File: config.mk
export PLATFORM = sky130hd
export DESIGN_NAME = datamover_rd_multi
export DESIGN_NICKNAME = d
export VERILOG_FILES = /design/src/rtl/datamover_rd_multi.sv
export SDC_FILE = /design/constraint.sdc
export NUM_CORES = 1
export LEC_CHECK = 0
export ABC_AREA = 1
export BUFFER_PORTS_ARGS = -buffer_cell sky130_fd_sc_hd__buf_2
export CORE_UTILIZATION = 35
export DETAILED_ROUTE_END_ITERATION = 16
export PLACE_DENSITY = 0.65
export SETUP_SLACK_MARGIN = 0.05
export SYNTH_ARGS = -nofsm -noshare
export SYNTH_HDL_FRONTEND = slang
export SYNTH_SLANG_ARGS = --single-unit
File: constraint.sdc
create_clock -name clk -period 8.5 [get_ports clk]
set_input_delay 1.7 -clock clk [delete_from_list [all_inputs] [get_ports clk]]
set_output_delay 1.7 -clock clk [all_outputs]
set_load 0.01 [all_outputs]
File: src/rtl/datamover_rd_multi.sv
// ---------------------------------------------------------------------------
// datamover_rd_multi
//
// Splits one read request (start address + byte length) into a sequence of
// MM2S datamover commands. No command is larger than MAX_BTT bytes, and no
// command crosses a 4 KB address boundary. The returned read stream is
// forwarded combinationally to a downstream AXI-Stream port. TLAST is only
// passed through on the final chunk, so downstream sees one packet per request.
//
// Optional feature: define DATAMOVER_RD_STS_EN to add the datamover status
// port and an STS state. In that state, the status of each chunk is checked
// against the tag that was issued for it.
//
// Ports
//   clk, rst                 clock; synchronous active-high reset
//   i_start                  request; acted on at its rising edge, in IDLE only
//   i_length, i_start_addr   total bytes and start byte address, latched on accept
//   o_busy                   high in every state except IDLE
//   o_done                   one-cycle pulse at the end of a request
//   o_err                    sticky error (byte count, status); cleared on accept
//   o_mm2s_rd_cmd_*          command stream to the datamover (CMD_W bits)
//   i_mm2s_rd_* / o_..tready read data stream from the datamover
//   o_m_* / i_m_tready       downstream data stream
//   i_mm2s_sts_* / o_..tready status stream (DATAMOVER_RD_STS_EN only)
// ---------------------------------------------------------------------------
module datamover_rd_multi #(
  parameter  int ADDR_W  = 32,
  parameter  int LEN_W   = 24,
  parameter  int MAX_BTT = 4096,
  parameter  int DATA_W  = 64,
  localparam int CMD_W   = ADDR_W + 40,
  localparam int KEEP_W  = DATA_W / 8
) (
  input  logic              clk,
  input  logic              rst,
  input  logic              i_start,
  input  logic [LEN_W-1:0]  i_length,
  input  logic [ADDR_W-1:0] i_start_addr,
  output logic              o_busy,
  output logic              o_done,
  output logic              o_err,
  output logic [CMD_W-1:0]  o_mm2s_rd_cmd_tdata,
  output logic              o_mm2s_rd_cmd_tvalid,
  input  logic              i_mm2s_rd_cmd_tready,
  input  logic [DATA_W-1:0] i_mm2s_rd_tdata,
  input  logic [KEEP_W-1:0] i_mm2s_rd_tkeep,
  input  logic              i_mm2s_rd_tvalid,
  input  logic              i_mm2s_rd_tlast,
  output logic              o_mm2s_rd_tready,
  output logic [DATA_W-1:0] o_m_tdata,
  output logic [KEEP_W-1:0] o_m_tkeep,
  output logic              o_m_tvalid,
  output logic              o_m_tlast,
  input  logic              i_m_tready
`ifdef DATAMOVER_RD_STS_EN
  ,
  input  logic [7:0]        i_mm2s_sts_tdata,
  input  logic              i_mm2s_sts_tvalid,
  output logic              o_mm2s_sts_tready
`endif
);

  // Counter width: it must hold both a full remaining length and a 4096-byte chunk.
  localparam int CNT_W = (LEN_W > 13) ? LEN_W : 13;

  typedef enum logic [2:0] {
    ST_IDLE,
    ST_CMD,
    ST_DATA,
`ifdef DATAMOVER_RD_STS_EN
    ST_STS,
`endif
    ST_DONE
  } state_t;

  state_t              state_q, state_d;
  logic                start_q, start_d;
  logic                start_prev_q, start_prev_d;
  logic [ADDR_W-1:0]   addr_q, addr_d;
  logic [LEN_W-1:0]    rem_q, rem_d;
  logic [12:0]         chunk_q, chunk_d;
  logic [3:0]          tag_q, tag_d;
  logic [CNT_W-1:0]    byte_cnt_q, byte_cnt_d;
  logic                err_q, err_d;
`ifdef DATAMOVER_RD_STS_EN
  logic [3:0]          issued_tag_q, issued_tag_d;
`endif

  logic                start_edge;
  logic                beat_fire;
  logic                last_chunk;
  logic [12:0]         to_boundary;
  logic [12:0]         lim;
  logic [12:0]         chunk_c;
  logic [CNT_W-1:0]    rem_ext;
  logic [CNT_W-1:0]    beat_bytes;
  logic [CNT_W-1:0]    chunk_total;

  // The edge is seen on the registered copy, so a request is accepted one
  // cycle after i_start is first sampled high.
  assign start_edge = start_q & ~start_prev_q;
  assign beat_fire  = (state_q == ST_DATA) && i_mm2s_rd_tvalid && i_m_tready;
  assign last_chunk = (state_q == ST_DATA) && (rem_q == '0);

  // Chunk size = min(remaining, MAX_BTT, bytes left before the next 4 KB boundary).
  always_comb begin
    to_boundary = 13'd4096 - {1'b0, addr_q[11:0]};
    lim         = (to_boundary < 13'(MAX_BTT)) ? to_boundary : 13'(MAX_BTT);
    rem_ext     = CNT_W'(rem_q);
    chunk_c     = (rem_ext < CNT_W'(lim)) ? rem_ext[12:0] : lim;
  end

  // Bytes carried by the current beat.
  always_comb begin
    beat_bytes = '0;
    // NOTE: blocking assignment is correct in combinational logic. Each loop
    // iteration has to see the sum from the previous iteration.
    for (int i = 0; i < KEEP_W; i++) begin
      beat_bytes = beat_bytes + CNT_W'(i_mm2s_rd_tkeep[i]);
    end
  end

  assign chunk_total = byte_cnt_q + beat_bytes;

  always_comb begin
    // NOTE: every _d starts with its hold value, so no branch can leave a
    // signal unassigned and infer a latch.
    state_d      = state_q;
    start_d      = i_start;
    start_prev_d = start_q;
    addr_d       = addr_q;
    rem_d        = rem_q;
    chunk_d      = chunk_q;
    tag_d        = tag_q;
    byte_cnt_d   = byte_cnt_q;
    err_d        = err_q;
`ifdef DATAMOVER_RD_STS_EN
    issued_tag_d = issued_tag_q;
`endif

    unique case (state_q)
      ST_IDLE: begin
        if (start_edge) begin
          addr_d     = i_start_addr;
          rem_d      = i_length;
          tag_d      = 4'd0;
          byte_cnt_d = '0;
          err_d      = 1'b0;
          state_d    = (i_length == '0) ? ST_DONE : ST_CMD;
        end
      end

      ST_CMD: begin
        if (i_mm2s_rd_cmd_tready) begin
          addr_d     = addr_q + ADDR_W'(chunk_c);
          rem_d      = rem_q - LEN_W'(chunk_c);
          chunk_d    = chunk_c;
          tag_d      = tag_q + 4'd1;
          byte_cnt_d = '0;
`ifdef DATAMOVER_RD_STS_EN
          issued_tag_d = tag_q;
`endif
          state_d    = ST_DATA;
        end
      end

      ST_DATA: begin
        if (beat_fire) begin
          byte_cnt_d = chunk_total;
          if (i_mm2s_rd_tlast) begin
            byte_cnt_d = '0;
            if (chunk_total != CNT_W'(chunk_q)) err_d = 1'b1;
`ifdef DATAMOVER_RD_STS_EN
            state_d = ST_STS;
`else
            state_d = (rem_q != '0) ? ST_CMD : ST_DONE;
`endif
          end
        end
      end

`ifdef DATAMOVER_RD_STS_EN
      ST_STS: begin
        if (i_mm2s_sts_tvalid) begin
          // Status layout: bit7 OKAY, bits6:4 error flags, bits3:0 tag.
          if (!i_mm2s_sts_tdata[7] || (|i_mm2s_sts_tdata[6:4]) ||
              (i_mm2s_sts_tdata[3:0] != issued_tag_q)) begin
            err_d = 1'b1;
          end
          state_d = (rem_q != '0) ? ST_CMD : ST_DONE;
        end
      end
`endif

      ST_DONE: state_d = ST_IDLE;

      default: state_d = ST_IDLE;
    endcase
  end

  // NOTE: sequential state uses non-blocking assignments, so all flops
  // update together at the clock edge.
  always_ff @(posedge clk) begin
    if (rst) begin
      state_q      <= ST_IDLE;
      start_q      <= 1'b0;
      start_prev_q <= 1'b0;
      addr_q       <= '0;
      rem_q        <= '0;
      chunk_q      <= '0;
      tag_q        <= 4'd0;
      byte_cnt_q   <= '0;
      err_q        <= 1'b0;
`ifdef DATAMOVER_RD_STS_EN
      issued_tag_q <= 4'd0;
`endif
    end else begin
      state_q      <= state_d;
      start_q      <= start_d;
      start_prev_q <= start_prev_d;
      addr_q       <= addr_d;
      rem_q        <= rem_d;
      chunk_q      <= chunk_d;
      tag_q        <= tag_d;
      byte_cnt_q   <= byte_cnt_d;
      err_q        <= err_d;
`ifdef DATAMOVER_RD_STS_EN
      issued_tag_q <= issued_tag_d;
`endif
    end
  end

  assign o_busy               = (state_q != ST_IDLE);
  assign o_done               = (state_q == ST_DONE);
  assign o_err                = err_q;
  assign o_mm2s_rd_cmd_tvalid = (state_q == ST_CMD);
  // Fields: reserved, tag, address, DRR=0, EOF=1, DSA=0, INCR=1, BTT.
  // All inputs to the command are held in CMD, so it stays stable while stalled.
  assign o_mm2s_rd_cmd_tdata  = (state_q == ST_CMD)
                              ? {4'd0, tag_q, addr_q, 1'b0, 1'b1, 6'd0, 1'b1, 10'd0, chunk_c}
                              : '0;

  assign o_m_tdata        = i_mm2s_rd_tdata;
  assign o_m_tkeep        = i_mm2s_rd_tkeep;
  assign o_m_tvalid       = i_mm2s_rd_tvalid;
  assign o_m_tlast        = i_mm2s_rd_tlast & last_chunk;
  assign o_mm2s_rd_tready = i_m_tready;

`ifdef DATAMOVER_RD_STS_EN
  assign o_mm2s_sts_tready = (state_q == ST_STS);
`endif

endmodule

==> run metrics <==
Net Switching 2.29 mW; GR peak layer met2; core box area 25,300 µm²; GR met3 Demand/Resource 0.0344; PortBufs 136; crit path DAT 6.86 ns; Hold Buf Count CTS 0; largest net degree at the start of global routing 80; Syn. warnings 0; setup bufs post-CTS 0; P&R area growth vs syn 6.59%; post-synthesis adder-cell area fraction 0.0682; fin. max-slew vios 0; initial antenna violation count 1; switching share of power 0.568; CTS max path bufs 2; Starting Density 0.357; DR iter-0 viols 404; final-report hold violation count 0; P_int 1.74 mW; nets@finish 1,631; Compound-Gate Fraction of Synth Area 0.159; minimum clock period 6.58 ns; r2r startpoint addr_q[0]; mux cell area share after synthesis 0; Routed Antenna Nets 0; Yosys cell types 48; Inserted Diodes 0; All-Layer GR Usage 0.201; simple logic cell fraction of the synthesized area 0.307; first-pass GRT wire length 42.6 mm; RR Endpoint addr_q[28]; slowest CP cell dfxtp_1; H-tree levels 3; RSZ-0062 raised after global routing false; Setup violations, final 0; Chip Width 163 µm; main combinational cell family by area after synthesis simple AND/OR/NAND/NOR gates; die footprint 26,400 µm²; DR WL/cell 14.9 µm; post-detail-place hpwl 20.2 mm; Max Freq 0.152 GHz; GRT met2 Usage 0.345; Die H 163 µm; CTS tree done; clock root cell clkbuf_16; # clock sinks 102; critical path class flip-flop to flip-flop; flops & latches, synth 102; status finished, final reports clean; CP endpoint addr_q[28]; CP Capture Type flip-flop; Detailed Routing Iterations Pass 1 5; met1 Use GR 0.256; CTS Buf Count 9; Max-cap violations 0; share of layout cells above drive strength 1 0.151; Clk network pwr share 0.106; Critical Path Source addr_q[0]; pwr dens 418 nW/µm²; Reg2Reg Setup Slack 1.92 ns; Final Cycle Share 0.774; sequential share of the synthesized area 0.226; most frequent CP cell nand2_1; Max VDD drop 161 µV; Req. time, crit path 8.78 ns; DR DRC count 0; Clock Skews 0.0106 ns; RePlAce Congestion 0.883; xor/xnor share of the synthesized area 0.0456; Slew HR 0.171; syn avg cell area 6.35 µm²; drt total wl 26.6 mm; I/O Pins 286; worst slew pin tran 1.24 ns; Comb pwr share 0.721; via count 8,944; vias in the first global route 8,512; Startpoint Class flip-flop; clock slew at reported path FFs 0.07 ns; final core occ 0.381; Hold Path Class flip-flop to flip-flop; Mapped Cells 1,422; Sequential Power Share 0.173; Worst path max stage delay 0.42 ns; drt via density 5.01; Skew-Pair Late Insertion Delay 0.36 ns; P_leak 4.56 nW; Rows 58; R2R depth 39; CTS resizes 0; Final TNS setup 0 ns; CP Max Fanout 32; grt ovf 0; mapped cell area 9020 µm²
cells in the mapped netlist (all sizes together):
| cell type | count | area (µm²) |
|---|---|---|
| a211oi | 13 | 97.6 |
| a21boi | 4 | 30.0 |
| a21oi | 105 | 559 |
| a221oi | 8 | 70.1 |
| a22oi | 3 | 22.5 |
| a31oi | 9 | 56.3 |
| a41oi | 3 | 26.3 |
| and3 | 1 | 6.26 |
| buf | 102 | 771 |
| clkbuf | 43 | 161 |
| conb | 1 | 3.75 |
| dfxtp | 102 | 2040 |
| fa | 7 | 140 |
| ha | 38 | 475 |
| inv | 217 | 815 |
| nand2 | 265 | 1040 |
| nand3 | 86 | 490 |
| nand3b | 6 | 45.0 |
| nand4 | 29 | 181 |
| nor2 | 183 | 722 |
| nor3 | 28 | 140 |
| nor4 | 14 | 93.8 |
| o2111ai | 1 | 8.76 |
| o211ai | 15 | 113 |
| o21ai | 72 | 364 |
| o21bai | 2 | 15.0 |
| o22ai | 8 | 50.1 |
| o311ai | 2 | 17.5 |
| o31ai | 1 | 7.51 |
| or2 | 7 | 43.8 |
| xnor2 | 5 | 43.8 |
| xor2 | 42 | 368 |
logic make-up (layout without fill, tap and decap cells):
group                      Yosys count  count (layout)
and+or+nand+nor                    619             619
buffers and inverters              362             375
AOI/OAI and AO/OA                  246             246
DFF                                102             102
xor gates and xnor gates            47              47
adders and majority gates           45              45
other                                1              21
through the flow:
step | total power, mW | worst slack (ns) | hold WS, ns | std cells | cell area [µm²]
2_1_floorplan | 2.93 | 2.60 | 0.426 | 1442 | 9100
3_3_place_gp | 3.55 | 2.16 | 0.448 | 1770 | 9330
3_5_place_dp | 3.58 | 1.96 | 0.448 | 1770 | 9330
4_1_cts | 4.03 | 1.92 | 0.460 | 1785 | 9620
5_1_grt | 4.44 | 1.23 | 0.499 | 1785 | 9620
6_report | 4.02 | 1.92 | 0.473 | 1785 | 9620
placed cells by master (no fill, tap or decap), types with 4 or more instances in the layout:
master | Yosys | routed
nand2_1 | 249 | 249
inv_1 | 209 | 209
nor2_1 | 173 | 171
buf_2 | 0 | 136
dfxtp_1 | 102 | 102
a21oi_1 | 100 | 100
nand3_1 | 74 | 74
o21ai_0 | 66 | 66
xor2_1 | 42 | 42
ha_1 | 38 | 38
nand4_1 | 29 | 29
nor3_1 | 28 | 28
conb_1 | 1 | 21
o211ai_1 | 15 | 15
nand2_2 | 14 | 14
a211oi_1 | 13 | 13
nor4_1 | 13 | 13
nand3_2 | 12 | 12
a31oi_1 | 9 | 9
clkbuf_16 | 0 | 9
nor2_2 | 8 | 8
a221oi_1 | 8 | 8
o22ai_1 | 8 | 8
inv_2 | 8 | 7
or2_2 | 7 | 7
fa_1 | 7 | 7
buf_4 | 97 | 7
nand3b_1 | 6 | 6
o21ai_1 | 5 | 5
xnor2_1 | 5 | 5
nor2_4 | 2 | 4
state kept, by name, summed over array words and instances, names as in the netlist:
signal	count
state_q	2
addr_q	32
rem_ext	24
start_prev_q	1
start_prev_d	1
chunk_q	13
tag_q	4
o_err	1
byte_cnt_q	24
routing by layer:
metal | vias up | wire length (µm) | part of all wire
met5 | - | 8 | 0.00030
met4 | 2 | 688 | 0.026
met3 | 45 | 1410 | 0.053
met2 | 263 | 12500 | 0.47
met1 | 4082 | 12000 | 0.45
li1 | 4552 | - | -
worst min path at each step:
stage	startpoint	end	depth (start not counted)	slack, ns
2_1_floorplan	start_prev_d	start_prev_q	2	0.43
3_3_place_gp	start_prev_d	start_prev_q	2	0.45
3_5_place_dp	start_prev_d	start_prev_q	2	0.45
4_1_cts	start_prev_d	start_prev_q	2	0.46
5_1_grt	o_err	o_err	2	0.50
6_report	start_prev_d	start_prev_q	2	0.47
layout make-up:
cell class,instances,area (µm²)
Sequential cell,102,2040
Timing Repair Buffer,143,733
Tap cell,330,413
Multi-Input combinational cell,978,5330
Fill cell,2790,15600
Clock inverter,5,60.1
Inverter,217,816
Clock buffer,10,229
power groups by stage:
stage          clock [mW]  sequential [mW]  combinational, mW
6_report            0.425            0.696               2.90
4_1_cts             0.432            0.693               2.91
2_1_floorplan           0            0.668               2.27
3_5_place_dp            0            0.703               2.88
3_3_place_gp            0            0.701               2.85
5_1_grt             0.453            0.711               3.28
worst max-delay path, delay by kind of cell (launching register included):
kind                       cells  cell delay, ns
AOI/OAI and AO/OA              7            1.05
and+or+nand+nor               22            2.96
adders and majority gates      4            1.24
buffers and inverters          6            0.83
DFF                            1            0.42
(Power assumes the default switching activity.)
